$ cat config.mk
export PLATFORM = sky130hd
export DESIGN_NAME = vga_pixel_prefetch
export DESIGN_NICKNAME = d
export VERILOG_FILES = /design/src/rtl/vga_pkg.sv /design/src/rtl/sync_fifo.sv /design/src/rtl/vga_pixel_prefetch.sv
export SDC_FILE = /design/constraint.sdc
export NUM_CORES = 1
export LEC_CHECK = 0
export CAP_MARGIN = 10
export CORE_UTILIZATION = 30
export DETAILED_ROUTE_END_ITERATION = 10
export MAX_ROUTING_LAYER = met4
export PLACE_DENSITY = 0.5
export SYNTH_ARGS = -nofsm -noshare
export SYNTH_HDL_FRONTEND = slang
export SYNTH_SLANG_ARGS = --single-unit
$ cat constraint.sdc
create_clock -name clk -period 7.3 [get_ports clk]
set_input_delay 0.73 -clock clk [delete_from_list [all_inputs] [get_ports clk]]
set_output_delay 0.73 -clock clk [all_outputs]
set_load 0.02 [all_outputs]
$ cat src/rtl/vga_pkg.sv
// ----------------------------------------------------------------------------
// vga_pkg
// Shared definitions for the VGA pixel path: prefetcher state encoding,
// 640x480@60 timing constants, and the RGB565 -> RGB888 colour expansion.
// ----------------------------------------------------------------------------
package vga_pkg;

    typedef enum logic [1:0] {
        S_FETCH = 2'd0,
        S_FLUSH = 2'd1,
        S_HOLD  = 2'd2
    } pf_state_t;

    localparam int H_ACTIVE = 640;
    localparam int H_FRONT  = 16;
    localparam int H_SYNC   = 96;
    localparam int H_BACK   = 48;
    localparam int H_TOTAL  = H_ACTIVE + H_FRONT + H_SYNC + H_BACK;

    localparam int V_ACTIVE = 480;
    localparam int V_FRONT  = 10;
    localparam int V_SYNC   = 2;
    localparam int V_BACK   = 33;
    localparam int V_TOTAL  = V_ACTIVE + V_FRONT + V_SYNC + V_BACK;

    localparam int FRAME_PIXELS = H_ACTIVE * V_ACTIVE;

    typedef struct packed {
        logic [7:0] r;
        logic [7:0] g;
        logic [7:0] b;
    } rgb888_t;

    // Replicating the top bits into the new LSBs maps full-scale 565 values
    // to full-scale 888 values (0x1F -> 0xFF) and zero to zero.
    function automatic rgb888_t rgb565_to_888(input logic [15:0] w);
        rgb888_t p;
        p.r = {w[15:11], w[15:13]};
        p.g = {w[10:5],  w[10:9]};
        p.b = {w[4:0],   w[4:2]};
        return p;
    endfunction

endpackage

$ cat src/rtl/sync_fifo.sv
// ----------------------------------------------------------------------------
// sync_fifo
// Single-clock fall-through FIFO: o_rdata always shows the head word, so a
// pop and the consumer's output register land in the same cycle.
// Ports:
//   clk, rst      clock, synchronous active-high reset
//   i_push/i_wdata write one word (ignored when full unless also popping)
//   i_pop         drop the head word (ignored when empty)
//   i_clear       empty the FIFO; wins over push and pop
//   o_rdata       head word
//   o_count       words held, 0..DEPTH
//   o_empty/o_full status
// ----------------------------------------------------------------------------
module sync_fifo #(
    parameter int WIDTH = 16,
    parameter int DEPTH = 16
) (
    input  logic                       clk,
    input  logic                       rst,
    input  logic                       i_push,
    input  logic                       i_pop,
    input  logic                       i_clear,
    input  logic [WIDTH-1:0]           i_wdata,
    output logic [WIDTH-1:0]           o_rdata,
    output logic [$clog2(DEPTH+1)-1:0] o_count,
    output logic                       o_empty,
    output logic                       o_full
);

    localparam int AW = $clog2(DEPTH);
    localparam int CW = $clog2(DEPTH+1);

    logic [WIDTH-1:0] r_mem [DEPTH];
    logic [AW-1:0]    r_wr_ptr;
    logic [AW-1:0]    r_rd_ptr;
    logic [CW-1:0]    r_count;
    logic             w_do_push;
    logic             w_do_pop;

    assign o_empty   = (r_count == '0);
    assign o_full    = (r_count == CW'(DEPTH));
    assign w_do_pop  = i_pop && !o_empty;
    assign w_do_push = i_push && (!o_full || w_do_pop);
    assign o_rdata   = r_mem[r_rd_ptr];
    assign o_count   = r_count;

    // Storage carries no reset; only pointers and count define validity.
    always_ff @(posedge clk) begin
        if (w_do_push && !i_clear) begin
            r_mem[r_wr_ptr] <= i_wdata;
        end
    end

    // DEPTH is a power of two, so the pointers wrap naturally.
    always_ff @(posedge clk) begin
        if (rst || i_clear) begin
            r_wr_ptr <= '0;
            r_rd_ptr <= '0;
            r_count  <= '0;
        end else begin
            if (w_do_push) r_wr_ptr <= r_wr_ptr + AW'(1);
            if (w_do_pop)  r_rd_ptr <= r_rd_ptr + AW'(1);
            case ({w_do_push, w_do_pop})
                2'b10:   r_count <= r_count + CW'(1);
                2'b01:   r_count <= r_count - CW'(1);
                default: r_count <= r_count;
            endcase
        end
    end

endmodule

$ cat src/rtl/vga_pixel_prefetch.sv
// ----------------------------------------------------------------------------
// vga_pixel_prefetch
// Streams a frame of RGB565 words from memory into a small FIFO and hands
// one expanded 8-8-8 pixel per request to the VGA timing generator, one
// cycle after the request. i_frame_end flushes and re-primes the FIFO from
// a freshly sampled base address so each frame starts aligned.
// Ports:
//   clk, rst                   pixel clock, synchronous active-high reset
//   i_base_addr                frame buffer base (sampled at frame bounds)
//   i_request                  pixel wanted on the next cycle
//   i_frame_start              frame start marker (alignment uses frame end)
//   i_frame_end                last active pixel of the frame
//   o_R, o_G, o_B              registered pixel
//   mem_addr, mem_read         pipelined read request
//   mem_waitrequest            request not accepted this cycle
//   mem_readdata/valid         in-order read returns
//   o_underflow                sticky: a request found the FIFO empty
// ----------------------------------------------------------------------------
module vga_pixel_prefetch #(
    parameter int DEPTH        = 16,
    parameter int ADDR_W       = 20,
    parameter int FRAME_PIXELS = vga_pkg::FRAME_PIXELS
) (
    input  logic              clk,
    input  logic              rst,
    input  logic [ADDR_W-1:0] i_base_addr,
    input  logic              i_request,
    input  logic              i_frame_start,
    input  logic              i_frame_end,
    output logic [7:0]        o_R,
    output logic [7:0]        o_G,
    output logic [7:0]        o_B,
    output logic [ADDR_W-1:0] mem_addr,
    output logic              mem_read,
    input  logic              mem_waitrequest,
    input  logic [15:0]       mem_readdata,
    input  logic              mem_readdatavalid,
    output logic              o_underflow
);

    import vga_pkg::*;

    localparam int CW   = $clog2(DEPTH+1);
    localparam int AC_W = $clog2(FRAME_PIXELS+1);

    pf_state_t         r_state;
    pf_state_t         w_state_next;
    logic              r_first;
    logic [ADDR_W-1:0] r_base;
    logic [AC_W-1:0]   r_addr_cnt;
    logic [CW-1:0]     r_outst;
    logic              r_pend;
    logic [ADDR_W-1:0] r_pend_addr;
    logic [7:0]        r_R;
    logic [7:0]        r_G;
    logic [7:0]        r_B;
    logic              r_underflow;

    logic [15:0]       w_fifo_rdata;
    logic [CW-1:0]     w_fifo_count;
    logic              w_fifo_empty;
    logic              w_fifo_full;
    logic [ADDR_W-1:0] w_fetch_addr;
    logic              w_room;
    logic              w_more;
    logic              w_issue;
    logic              w_accept;
    logic              w_push;
    logic              w_pop;
    logic              w_unused;

    // Frame start carries no information the frame-end flush does not.
    assign w_unused = &{i_frame_start, w_fifo_full};

    assign w_fetch_addr = r_base + ADDR_W'(r_addr_cnt);
    // Counting in-flight reads against FIFO space guarantees every return
    // has a slot, so the FIFO can never overflow.
    assign w_room   = (32'(w_fifo_count) + 32'(r_outst)) < 32'(DEPTH);
    assign w_more   = 32'(r_addr_cnt) < 32'(FRAME_PIXELS);
    // r_first blocks the cycle where the base register is still loading.
    assign w_issue  = (r_state == S_FETCH) && !r_first && w_more && w_room;
    assign w_accept = mem_read && !mem_waitrequest;
    assign w_push   = mem_readdatavalid && (r_state != S_FLUSH) && !i_frame_end;
    assign w_pop    = i_request && !w_fifo_empty && !i_frame_end;

    sync_fifo #(
        .WIDTH (16),
        .DEPTH (DEPTH)
    ) u_fifo (
        .clk     (clk),
        .rst     (rst),
        .i_push  (w_push),
        .i_pop   (w_pop),
        .i_clear (i_frame_end),
        .i_wdata (mem_readdata),
        .o_rdata (w_fifo_rdata),
        .o_count (w_fifo_count),
        .o_empty (w_fifo_empty),
        .o_full  (w_fifo_full)
    );

    always_ff @(posedge clk) begin
        if (rst) r_state <= S_FETCH;
        else     r_state <= w_state_next;
    end

    always_comb begin
        w_state_next = r_state;
        if (i_frame_end) begin
            w_state_next = S_FLUSH;
        end else begin
            case (r_state)
                S_FETCH: if (!w_more) w_state_next = S_HOLD;
                S_FLUSH: if (!r_pend && r_outst == '0) w_state_next = S_FETCH;
                default: w_state_next = r_state;
            endcase
        end
    end

    // In S_FLUSH only a read caught stalled at frame end is presented, with
    // its captured address, since base and addr_cnt have already moved on.
    always_comb begin
        mem_read = w_issue;
        mem_addr = w_fetch_addr;
        if (r_state == S_FLUSH) begin
            mem_read = r_pend;
            mem_addr = r_pend_addr;
        end
    end

    always_ff @(posedge clk) begin
        if (rst) begin
            r_first     <= 1'b1;
            r_base      <= '0;
            r_addr_cnt  <= '0;
            r_outst     <= '0;
            r_pend      <= 1'b0;
            r_pend_addr <= '0;
            r_R         <= '0;
            r_G         <= '0;
            r_B         <= '0;
            r_underflow <= 1'b0;
        end else begin
            if (r_first) begin
                r_first <= 1'b0;
                r_base  <= i_base_addr;
            end
            // Accept and return in one cycle cancel out.
            r_outst <= r_outst + CW'(w_accept) - CW'(mem_readdatavalid);
            if (i_frame_end) begin
                r_base      <= i_base_addr;
                r_addr_cnt  <= '0;
                r_pend      <= mem_read && mem_waitrequest;
                r_pend_addr <= mem_addr;
                r_R         <= '0;
                r_G         <= '0;
                r_B         <= '0;
            end else begin
                if (r_state == S_FETCH && w_accept) r_addr_cnt <= r_addr_cnt + AC_W'(1);
                if (r_state == S_FLUSH && w_accept) r_pend <= 1'b0;
                if (i_request) begin
                    if (!w_fifo_empty) begin
                        {r_R, r_G, r_B} <= rgb565_to_888(w_fifo_rdata);
                    end else begin
                        r_R         <= '0;
                        r_G         <= '0;
                        r_B         <= '0;
                        r_underflow <= 1'b1;
                    end
                end
            end
        end
    end

    assign o_R         = r_R;
    assign o_G         = r_G;
    assign o_B         = r_B;
    assign o_underflow = r_underflow;

endmodule

==> results of run 1 <==
-- through the flow --
step | total power [mW] | std cells
finish | 4.61 | 1883
global route | 4.79 | 1883
CTS | 4.68 | 1882
detailed placement | 2.63 | 1806
global placement | 2.62 | 1806
floorplan | 2.49 | 1086
-- worst max path at each step --
| stage | startpoint | endpoint | slack (ns) | depth (start not counted) |
|---|---|---|---|---|
| global route | r_addr_cnt[0] | mem_addr[18] | 2.43 | 10 |
| global placement | i_request | u_fifo.r_mem[0][0] | 2.65 | 6 |
| finish | r_addr_cnt[0] | mem_addr[18] | 2.64 | 10 |
| detailed placement | i_request | u_fifo.r_mem[0][1] | 2.58 | 6 |
| floorplan | r_addr_cnt[0] | mem_addr[14] | 4.03 | 9 |
| CTS | r_addr_cnt[0] | mem_addr[18] | 2.63 | 10 |
-- tightest hold or removal path, delay by kind of cell, from the launching register on --
family,cells,cell delay (ns)
AOI/OAI and AO/OA,1,0.05
DFF,1,0.31
and+or+nand+nor,1,0.05
-- cells in the final DEF (no fill, tap or decap), types with 16 or more instances in the layout --
cell,netlist,layout
a21oi_1,56,56
a22oi_1,17,17
buf_4,9,28
clkbuf_16,0,42
clkdlybuf4s50_1,0,86
dfxtp_1,102,100
edfxtp_1,256,256
ha_1,38,38
inv_1,24,24
mux4_2,80,80
nand2_1,101,100
nand3_1,28,28
nand4_1,17,17
nor2_1,93,81
nor3_1,20,16
o21ai_0,18,18
xor2_1,26,26
-- cells by family after synthesis --
family	count (synthesis)
DFF	358
and+or+nand+nor	310
AOI/OAI and AO/OA	157
buffers and inverters	91
muxes	90
adders and majority gates	41
xor gates and xnor gates	39
-- registers in the layout, indices dropped and copies added, names as in the netlist, named ones only --
| signal | flops |
|---|---|
| o_R | 5 |
| r_first | 1 |
| r_pend_addr | 20 |
| r_pend | 1 |
| u_fifo.r_mem | 256 |
| o_G | 6 |
| u_fifo.r_wr_ptr | 4 |
| o_B | 5 |
| r_state | 2 |
| r_outst | 5 |
| u_fifo.r_rd_ptr | 4 |
| r_addr_cnt | 19 |
| r_base | 20 |
| u_fifo.o_count | 5 |
| o_underflow | 1 |
-- layer usage --
layer / share of wire [%] / vias to the layer above / routed length [um] / GRT usage [%]
li1: - / 4341 / - / -
met1: 45 / 4634 / 16600 / 18.4
met2: 49 / 189 / 18300 / 24.5
met3: 4.2 / 55 / 1580 / 2.78
met4: 2.2 / 0 / 823 / 4.87
met5: 0 / - / 0 / -
-- report_power, final --
part / switching [mW] / internal [mW]
sequential: 0.0256 / 2.21
combinational: 0.203 / 0.146
clock: 0.843 / 1.18
-- cell type report --
type / count / area share, %
multi-input combinational: 637 / 28.9
inverter: 24 / 0.490
clock inverter: 24 / 1.24
sequential: 358 / 52.9
antenna: 1 / 0.0136
timing repair buffer: 115 / 5.85
clock buffer: 52 / 5.97
tap: 672 / 4.57
==> summary.md, run 1 <==
| Metric | Value |
|---|---|
| Sequential fraction of the synthesis area | `63.2%` |
| Root Driver | `clkbuf_16` |
| Hold Path Depth | `2` |
| Unrepaired setup endpoints after global routing | `false` |
| Routed via count | `9219` |
| Critical Path Max Stage Delay | `~0.68 ns` |
| Yosys reg bits | `358` |
| Maxcap violations | `0` |
| XOR/XNOR share of the synthesized area | `between 2 and 2.5%` |
| Synth Flop Type | `edfxtp_1` |
| CP bufs+invs | `2` |
| Seq. cell area | `between 0.009 and 0.01 mm^2` |
| Most frequent cell after synthesis | `edfxtp_1` |
| Final core utilization | `36.5%` |
| PortBufs | `slightly below 90` |
| Slew Viols, Final | `0` |
| Dpl cell area | `0.0171 mm^2` |
| R2r setup slk | `about 3.5 ns` |
| Peak supply drop | `~0.00012 V` |
| Critical Path RT | `roughly 6.6 ns` |
| Critical path's top delay family | `compound AO/OA/AOI/OAI gates` |
| Core area | `between 0.05 and 0.06 mm^2` |
| CTS tree | `yes` |
| Drt drc | `0` |
| Min-Delay Path Class | `reg2reg` |
| Critical R2R Launch | `u_fifo.o_count[1]` |
| Post-DP HPWL | `around 23000 um` |
| Die Wd | `around 230 um` |
| CP Capture Type | `primary output` |
| Top post-synthesis cells by count | `edfxtp_1 (256), dfxtp_1 (102), nand2_1 (101), nor2_1 (93), mux4_2 (80)` |
| Post-route clock period utilization | `around 64%` |
| Worst slew margin | `a little over a fifth` |
| Number of synthesized flops with an enable pin | `between 200 and 300` |
| Total track usage | `roughly 15%` |
| Area growth from synthesis to layout | `19.5%` |
| Synth cell types | `64` |
| Clk_skew | `between 0.015 and 0.02 ns` |
| Top cell type by total area after synthesis | `edfxtp_1` |
| Initial core utilization | `30.5%` |
| Initial antenna violation count | `1` |
| Setup CP Type | `reg2out` |
| Largest family of logic cells by synthesized area | `multiplexers` |
| LEAKAGE | `about 6 nW` |
| Die footprint | `about 0.052 mm^2` |
| Syn Nets | `around 1.2k` |
| Vias in the first global route | `roughly 9.4k` |
| Syn Std Cell Area | `0.0154 mm^2` |
| F_max | `about 210 MHz` |
| Vias/cell | `between 4 and 5` |
| Worst r2r path cells | `17` |
| Async set or reset register ratio after synthesis | `0%` |
| PD cells | `between 200 and 300 mW/mm^2` |
| Worst Setup Start Kind | `flip-flop` |
| Worst path arrival time | `~4 ns` |
| Clock Sinks | `~360` |
| Clk Latency, worst-skew pair | `approximately 0.57 ns` |
| CTS max path bufs | `3` |
| Post_cts resized | `0` |
| Top cells by area, synth | `edfxtp_1 (50%), dfxtp_1 (13%), mux4_2 (12%), ha_1 (3.1%), nand2_1 (2.5%)` |
| Ports | `89` |
| RD Place Congestion | `about 0.85` |
| Worst Tran Pin Value | `1.18 ns` |
| Synth Instances | `roughly 1.1k` |
| Final Setup Violations | `0` |
| Global route total overflow | `0` |
| Area of the multi-input gates | `0.00532 mm^2` |
| First-pass GRT wire length | `between 50000 and 60000 um` |
| Layout cells sized above 1 | `~17%` |
| Drt wl/cell | `19.8 um` |
| Mux cell area share after synthesis | `roughly an eighth` |
| Simple logic cell fraction of the synthesized area | `a little under a tenth` |
| Filler cells | `between 4k and 5k` |
| Post-CTS Setup Bufs | `0` |
| Die Y | `between 200 and 250 um` |
| Area share of fa/ha/maj cells after synthesis | `between 3 and 4%` |
| Synth top area share | `about half` |
| Average size of a mapped cell | `between 10 and 15 um^2` |
| Final instance area | `between 0.015 and 0.02 mm^2` |
| DRT Wirelength | `37200 um` |
| Setup WS pre-CTS | `2.58 ns` |
| H-tree levels | `2` |
| WHS | `between 0.4 and 0.5 ns` |
| Status | `finished, final reports clean` |
| Worst Slack Setup Final | `approximately 2.6 ns` |
| ANT nets after route | `0` |
| Hold path endpoint | `r_base[9]` |
| 1st-pass router iterations | `4` |
| Hold_buf cts | `0` |
| Initial DRC count | `514` |
| Row cnt | `between 80 and 90` |
| Crit path max-delay cell type | `clkdlybuf4s50_1` |
| Min Clock Period, post-route | `roughly 4.7 ns` |
| R2R Path End | `r_outst[4]` |
| Yosys Warn Count | `0` |
| Total Nets Final | `1261` |
| Reg clk slew, reported paths | `about 0.06 ns` |
| Worst path cell trace | `ha_1 -> inv_1 -> fa_1 -> nor2b_1 -> o2111ai_1 -> a31o_2 -> o31ai_1 -> a2111oi_0 -> nor3_1 -> clkdlybuf4s50_1` |
| Compound-Gate Fraction of Synth Area | `between 6 and 7%` |
| Pin count of the biggest net entering global routing | `between 60 and 70` |
| Number of buffers created by CTS | `41` |
| Final Hold Viols | `0` |
| Min-delay src | `r_base[9]` |
| Setup TNS | `0 ns` |
| Largest fanout on the critical path | `5` |
Note: power is estimated with default switching activity, not from simulation.
==> inputs of run 2 (changes only) <==
--- a/config.mk
+++ b/config.mk
@@ -9,7 +9,7 @@
 export CORE_UTILIZATION = 30
 export DETAILED_ROUTE_END_ITERATION = 10
 export MAX_ROUTING_LAYER = met4
-export PLACE_DENSITY = 0.5
+export PLACE_DENSITY = 0.51
 export SYNTH_ARGS = -nofsm -noshare
 export SYNTH_HDL_FRONTEND = slang
 export SYNTH_SLANG_ARGS = --single-unit
==> constraint.sdc (replaced) <==
create_clock -name clk -period 4.1 [get_ports clk]
set_input_delay 0.41 -clock clk [delete_from_list [all_inputs] [get_ports clk]]
set_output_delay 0.41 -clock clk [all_outputs]
set_load 0.02 [all_outputs]
==> run 2 against run 1 <==
  * First-iteration DRC count grew 22%
  * Wire length grew 2.0%
  * Final cell count grew 0.53%
  * Core utilization grew 0.16 points
  * Critical endpoint is now mem_addr[11]
==> summary.md, run 2 (same netlist as run 1, synthesis figures left out) <==
| Metric | Value |
|---|---|
| Setup TNS | `0 ns (unchanged)` |
| Critical Path Max Stage Delay | `0.58 ns (-0.10 ns)` |
| R2R Path End | `r_outst[4]` |
| Critical Path RT | `3.69 ns (-2.88 ns)` |
| Clk Latency, worst-skew pair | `0.56 ns (about the same)` |
| Crit path max-delay cell type | `a2111oi_1` |
| Critical R2R Launch | `u_fifo.o_count[1]` |
| Reg with most FFs | `u_fifo.r_mem` |
| ANT nets after route | `0 (unchanged)` |
| Status | `finished, final reports clean` |
| Total power | `8.05 mW (+75%)` |
| Total Nets Final | `1272 (+0.87%)` |
| Maxcap violations | `0 (unchanged)` |
| CTS tree | `yes` |
| F_max | `between 200 and 300 MHz` |
| DRT Wirelength | `38000 um (+2.0%)` |
| Pin count of the biggest net entering global routing | `65 (unchanged)` |
| Min-Delay Path Class | `in2reg` |
| Gr busiest metal | `met2` |
| Post-route clock period utilization | `slightly above 90%` |
| Seq. cell area | `0.00973 mm^2 (unchanged)` |
| M2 GR Usage | `24.4% (-0.086 points)` |
| Top flop regs | `u_fifo.r_mem x256, r_base x20, r_pend_addr x20` |
| Area growth from synthesis to layout | `20.1%` |
| Ports | `89 (unchanged)` |
| Number of buffers created by CTS | `40 (-2.4%)` |
| Row cnt | `82 (unchanged)` |
| Global route total overflow | `0 (unchanged)` |
| 1st-pass router iterations | `5 (+1)` |
| Largest fanout on the critical path | `6 (+1)` |
| Worst path arrival time | `3.43 ns (-0.50 ns)` |
| Slew Viols, Final | `0 (unchanged)` |
| Met1 usage | `19.5% (+1.1 points)` |
| First-pass GRT wire length | `58200 um (+1.4%)` |
| R2r setup slk | `0.91 ns (-2.63 ns)` |
| H-tree levels | `2 (unchanged)` |
| Worst Tran Pin Value | `0.993 ns (-0.191 ns)` |
| Reg clk slew, reported paths | `0.06 ns (about the same)` |
| Clock Sinks | `358 (unchanged)` |
| PortBufs | `87 (unchanged)` |
| Post-DP HPWL | `22900 um (-0.11%)` |
| Hold Path Depth | `4 (+2)` |
| Initial core utilization | `30.5% (unchanged)` |
| Area of the multi-input gates | `0.00535 mm^2 (+0.56%)` |
| Final Setup Violations | `0 (unchanged)` |
| Die Y | `228 um (unchanged)` |
| Filler cells | `4782 (-0.79%)` |
| Die Wd | `228 um (unchanged)` |
| Post-CTS Setup Bufs | `0 (unchanged)` |
| RD Place Congestion | `0.893 (+5.0%)` |
| Routed via count | `9292 (+0.79%)` |
| Setup CP Type | `reg2out` |
| Min Clock Period, post-route | `3.84 ns` |
| Vias/cell | `4.91 (+0.26%)` |
| Worst slew margin | `33.7% (+13 points)` |
| PD cells | `436 mW/mm^2 (+74%)` |
| Vias in the first global route | `9323 (-1.3%)` |
| Layout cells sized above 1 | `17.6% (+0.61 points)` |
| Hold_buf cts | `0 (unchanged)` |
| Most common cell after layout, fill and taps aside | `edfxtp_1` |
| Most frequent cells in the layout | `edfxtp_1 (256), nand2_1 (100), dfxtp_1 (100)` |
| Initial antenna violation count | `2 (+1)` |
| Final Hold Viols | `0 (unchanged)` |
| Clk_skew | `0.0331 ns (+0.0137 ns)` |
| Non-Filler Instances | `1893 (+0.53%)` |
| Die footprint | `0.0522 mm^2 (unchanged)` |
| Dpl cells | `1818 (+0.66%)` |
| Peak supply drop | `0.000344 V (+180%)` |
| Max reg flops | `256 (unchanged)` |
| Core area | `0.0504 mm^2 (unchanged)` |
| Min-delay src | `rst` |
| Worst r2r path cells | `17 (unchanged)` |
| Initial DRC count | `629 (+22%)` |
| Drt drc | `0 (unchanged)` |
| Drt wl/cell | `20.1 um (+1.4%)` |
| Met3 usage | `2.72% (-0.062 points)` |
| Total track usage | `15.1% (+0.23 points)` |
| Root Driver | `clkbuf_16` |
| CP Capture Type | `primary output` |
| Worst Setup Start Kind | `flip-flop` |
| Worst path cell trace | `ha_1 -> nand4_1 -> nor4_2 -> or2_2 -> nor4b_1 -> a2111oi_1 -> o21ai_0 -> clkdlybuf4s50_1` |
| Hold path endpoint | `r_pend_addr[4]` |
| WHS | `0.415 ns (-0.0393 ns)` |
| CTS max path bufs | `3 (unchanged)` |
| LEAKAGE | `6.28 nW (+1.5%)` |
-- run 2: cell types whose count changed in the layout (fill, tap and decap cells not counted), moves of 2 or more --
cell	before	now
inv_6	3	1
clkinv_1	6	9
clkinv_2	9	7
buf_4	28	38
buf_12	0	2
dlymetal6s2s_1	0	2
clkbuf_16	42	40
clkdlybuf4s50_1	86	82
-- run 2: final cells by class --
class | count | area share [%]
sequential | 358 | 52.7
multi-input combinational | 637 | 29.0
timing repair buffer | 127 | 6.44
clock buffer | 51 | 5.70
tap | 672 | 4.55
clock inverter | 22 | 1.12
inverter | 24 | 0.488
antenna | 2 | 0.0271
-- run 2: timing repair --
| item | CTS | global route |
|---|---|---|
| cloned | 0 | 0 |
| setup endpoints to repair | 3 | 7 |
| gates resized for setup | 3 | 10 |
| pin swaps | 0 | 1 |
-- run 2: stage by stage --
step / setup WS (ns) / utilization (%) / instance area [um^2]
final: 0.263 / 36.7 / 18500
after global routing: -0.00331 / 36.7 / 18500
after CTS: 0.00331 / 36.6 / 18400
after detailed placement: 0.425 / 34.1 / 17200
after global placement: 0.487 / 34.1 / 17200
after floorplan: 0.874 / - / 15400
-- run 2: worst max-delay path, delay by kind of cell (launching register included) --
family	cells	cell delay, ns
AO/OA/AOI/OAI	2	0.76
flip-flops	1	0.35
buffers and inverters	1	0.57
AND/OR/NAND/NOR	4	0.79
adder cells (fa/ha/maj)	1	0.42
-- run 2: where the power goes --
group | leakage [nW] | switching (mW) | internal, mW
Clock | 0.613 | 1.48 | 1.96
Sequential | 3.14 | 0.0441 | 3.93
Combinational | 2.53 | 0.365 | 0.264
Total | 6.28 | 1.89 | 6.16
-- run 2: worst max-delay path by stage --
| stage | from | to | slack [ns] | depth (start not counted) |
|---|---|---|---|---|
| global route | r_addr_cnt[0] | mem_addr[12] | -0.003 | 10 |
| detailed placement | r_addr_cnt[0] | mem_addr[18] | 0.43 | 10 |
| global placement | r_addr_cnt[0] | mem_addr[18] | 0.49 | 10 |
| CTS | r_addr_cnt[0] | mem_addr[14] | 0.003 | 10 |
| finish | r_addr_cnt[9] | mem_addr[11] | 0.26 | 8 |
| floorplan | r_outst[1] | r_outst[4] | 0.87 | 17 |
-- run 2: metal layers --
layer	wire length, um	share of wire (%)
met5	0	0
met4	909	2.4
met3	1690	4.4
met2	18500	49
met1	16800	44
==> inputs of run 3 (changes only) <==
--- a/config.mk
+++ b/config.mk
@@ -6,10 +6,12 @@
 export NUM_CORES = 1
 export LEC_CHECK = 0
 export CAP_MARGIN = 10
+export CELL_PAD_IN_SITES_DETAIL_PLACEMENT = 0
+export CELL_PAD_IN_SITES_GLOBAL_PLACEMENT = 1
 export CORE_UTILIZATION = 30
 export DETAILED_ROUTE_END_ITERATION = 10
 export MAX_ROUTING_LAYER = met4
-export PLACE_DENSITY = 0.51
+export PLACE_DENSITY = 0.58
 export SYNTH_ARGS = -nofsm -noshare
 export SYNTH_HDL_FRONTEND = slang
 export SYNTH_SLANG_ARGS = --single-unit
==> run 3 against run 2 <==
  * Sequential cell count unchanged
  * Sequential power about the same
  * Critical path type unchanged
  * Worst hold slack got worse by 0.12 ns
  * Via count decreased by 0.98%
  * Count of clock-buffer cells in the layout increased by 4
  * Worst setup slack got worse by 0.14 ns
==> summary.md, run 3 (same netlist as run 1, synthesis figures left out) <==
| Metric | Value |
|---|---|
| Most frequent cells in the layout | `edfxtp_1 (256), nand2_1 (100), dfxtp_1 (100)` |
| M2 GR Usage | `24.4% (unchanged)` |
| Gr busiest metal | `met2` |
| Clk Latency, worst-skew pair | `0.58 ns (+0.02 ns)` |
| Met1 usage | `19.4% (-0.066 points)` |
| Final Hold Viols | `0 (unchanged)` |
| Clk_skew | `0.0179 ns (-0.0151 ns)` |
| ANT nets after route | `0 (unchanged)` |
| Die Wd | `228 um (unchanged)` |
| Post-route clock period utilization | `96.9% (+3.3 points)` |
| Post-CTS Setup Bufs | `0 (unchanged)` |
| Layout cells sized above 1 | `17.8% (+0.22 points)` |
| Pin count of the biggest net entering global routing | `65 (unchanged)` |
| Min-Delay Path Class | `in2reg` |
| Worst r2r path cells | `17 (unchanged)` |
| Hold Path Depth | `4 (unchanged)` |
| Ports | `89 (unchanged)` |
| Area growth from synthesis to layout | `20.5%` |
| Met3 usage | `2.92% (+0.20 points)` |
| First-pass GRT wire length | `58300 um (+0.19%)` |
| Die Y | `228 um (unchanged)` |
| Drt wl/cell | `19.9 um (-0.52%)` |
| Post-DP HPWL | `22900 um (+0.13%)` |
| Final core utilization | `36.8% (+0.15 points)` |
| Vias in the first global route | `9293 (-0.32%)` |
| Initial DRC count | `671 (+6.7%)` |
| Min-delay src | `rst` |
| Reg with most FFs | `u_fifo.r_mem` |
| Reg clk slew, reported paths | `0.05 ns (about the same)` |
| Root Driver | `clkbuf_16` |
| Most common cell after layout, fill and taps aside | `edfxtp_1` |
| Unrepaired setup endpoints after global routing | `false` |
| Initial core utilization | `30.5% (unchanged)` |
| Worst Tran Pin Value | `1.09 ns (+0.0934 ns)` |
| Initial antenna violation count | `3 (+1)` |
| Slew Viols, Final | `0 (unchanged)` |
| Row cnt | `82 (unchanged)` |
| Vias/cell | `4.85 (-1.1%)` |
| RD Place Congestion | `0.791 (-11%)` |
| F_max | `252 MHz (-3.4%)` |
| Largest fanout on the critical path | `5 (-1)` |
| Maxcap violations | `0 (unchanged)` |
| Worst path arrival time | `3.56 ns (+0.13 ns)` |
| Total track usage | `15.2% (+0.10 points)` |
| Core area | `0.0504 mm^2 (unchanged)` |
| CP Capture Type | `primary output` |
| R2R Path End | `r_outst[4]` |
| R2r setup slk | `0.90 ns (about the same)` |
| Routed via count | `9201 (-0.98%)` |
| Setup CP Type | `reg2out` |
| Total Nets Final | `1273 (+0.079%)` |
| CTS max path bufs | `3 (unchanged)` |
| Final Setup Violations | `0 (unchanged)` |
| Drt drc | `0 (unchanged)` |
| PD cells | `441 mW/mm^2 (+1.2%)` |
| Worst Setup Start Kind | `flip-flop` |
| Peak supply drop | `0.000284 V (-17%)` |
| 1st-pass router iterations | `5 (unchanged)` |
| Top flop regs | `u_fifo.r_mem x256, r_base x20, r_pend_addr x20` |
| Critical R2R Launch | `u_fifo.o_count[1]` |
| Die footprint | `0.0522 mm^2 (unchanged)` |
| Hold_buf cts | `0 (unchanged)` |
| PortBufs | `87 (unchanged)` |
| Max reg flops | `256 (unchanged)` |
| LEAKAGE | `6.30 nW (+0.27%)` |
| Clock Sinks | `358 (unchanged)` |
| Critical Path RT | `3.69 ns (about the same)` |
| Global route total overflow | `0 (unchanged)` |
| Worst slew margin | `27.5% (-6.2 points)` |
| CTS tree | `yes` |
| Min Clock Period, post-route | `3.97 ns (+0.136 ns)` |
| Hold path endpoint | `r_addr_cnt[4]` |
| Number of buffers created by CTS | `41 (+2.5%)` |
| Post_cts resized | `7 (+4)` |
| Status | `finished, final reports clean` |
| DRT Wirelength | `37800 um (-0.36%)` |
| H-tree levels | `2 (unchanged)` |
| Setup TNS | `0 ns (unchanged)` |
| Filler cells | `4794 (+0.25%)` |
run 3: stage by stage:
step	hold slack, ns	setup WS, ns	instance area [um^2]	instances	power (mW)
global route	0.315	0.0123	18500	1896	8.51
detailed placement	0.447	0.445	17200	1818	4.69
CTS	0.274	0.0709	18500	1893	8.28
finish	0.297	0.126	18500	1896	8.18
global placement	0.442	0.509	17200	1818	4.69
floorplan	0.430	0.874	15400	1086	4.43
run 3: final cells by class:
class / count / area, um^2 / share of cell area, %
Inverter: 24 / 90.1 / 0.486
Antenna cell: 3 / 7.51 / 0.0405
Sequential cell: 358 / 9730 / 52.5
Clock inverter: 20 / 205 / 1.11
Clock buffer: 55 / 1110 / 5.98
Multi-Input combinational cell: 637 / 5360 / 28.9
Tap cell: 672 / 841 / 4.53
Timing Repair Buffer: 127 / 1200 / 6.48
run 3: where the power goes:
| part | switching (mW) | internal (mW) |
|---|---|---|
| sequential | 0.0462 | 3.93 |
| clock | 1.52 | 2.05 |
| combinational | 0.362 | 0.268 |
run 3: worst max-delay path by stage:
stage | start | to | depth (start not counted)
after floorplan | r_outst[1] | r_outst[4] | 17
after global placement | r_addr_cnt[0] | mem_addr[18] | 10
after detailed placement | r_addr_cnt[0] | mem_addr[18] | 10
after CTS | r_addr_cnt[0] | mem_addr[18] | 10
after global routing | r_addr_cnt[0] | mem_addr[16] | 10
final | r_addr_cnt[0] | mem_addr[18] | 10
run 3: critical path: stages, from the launching register on:
cell and delay (ns):
dfxtp_1 0.39, ha_1 0.25, inv_1 0.08, fa_1 0.41
nor2b_1 0.18, o2111ai_1 0.22, a31o_2 0.33, o31ai_2 0.30
a2111oi_0 0.17, nor3_1 0.29, dlygate4sd2_1 0.37
run 3: per-layer routing:
| layer | up-vias | part of all wire, % |
|---|---|---|
| li1 | 4354 | - |
| met1 | 4602 | 45 |
| met2 | 196 | 48 |
| met3 | 49 | 4.7 |
| met4 | 0 | 2.1 |
| met5 | - | 0 |
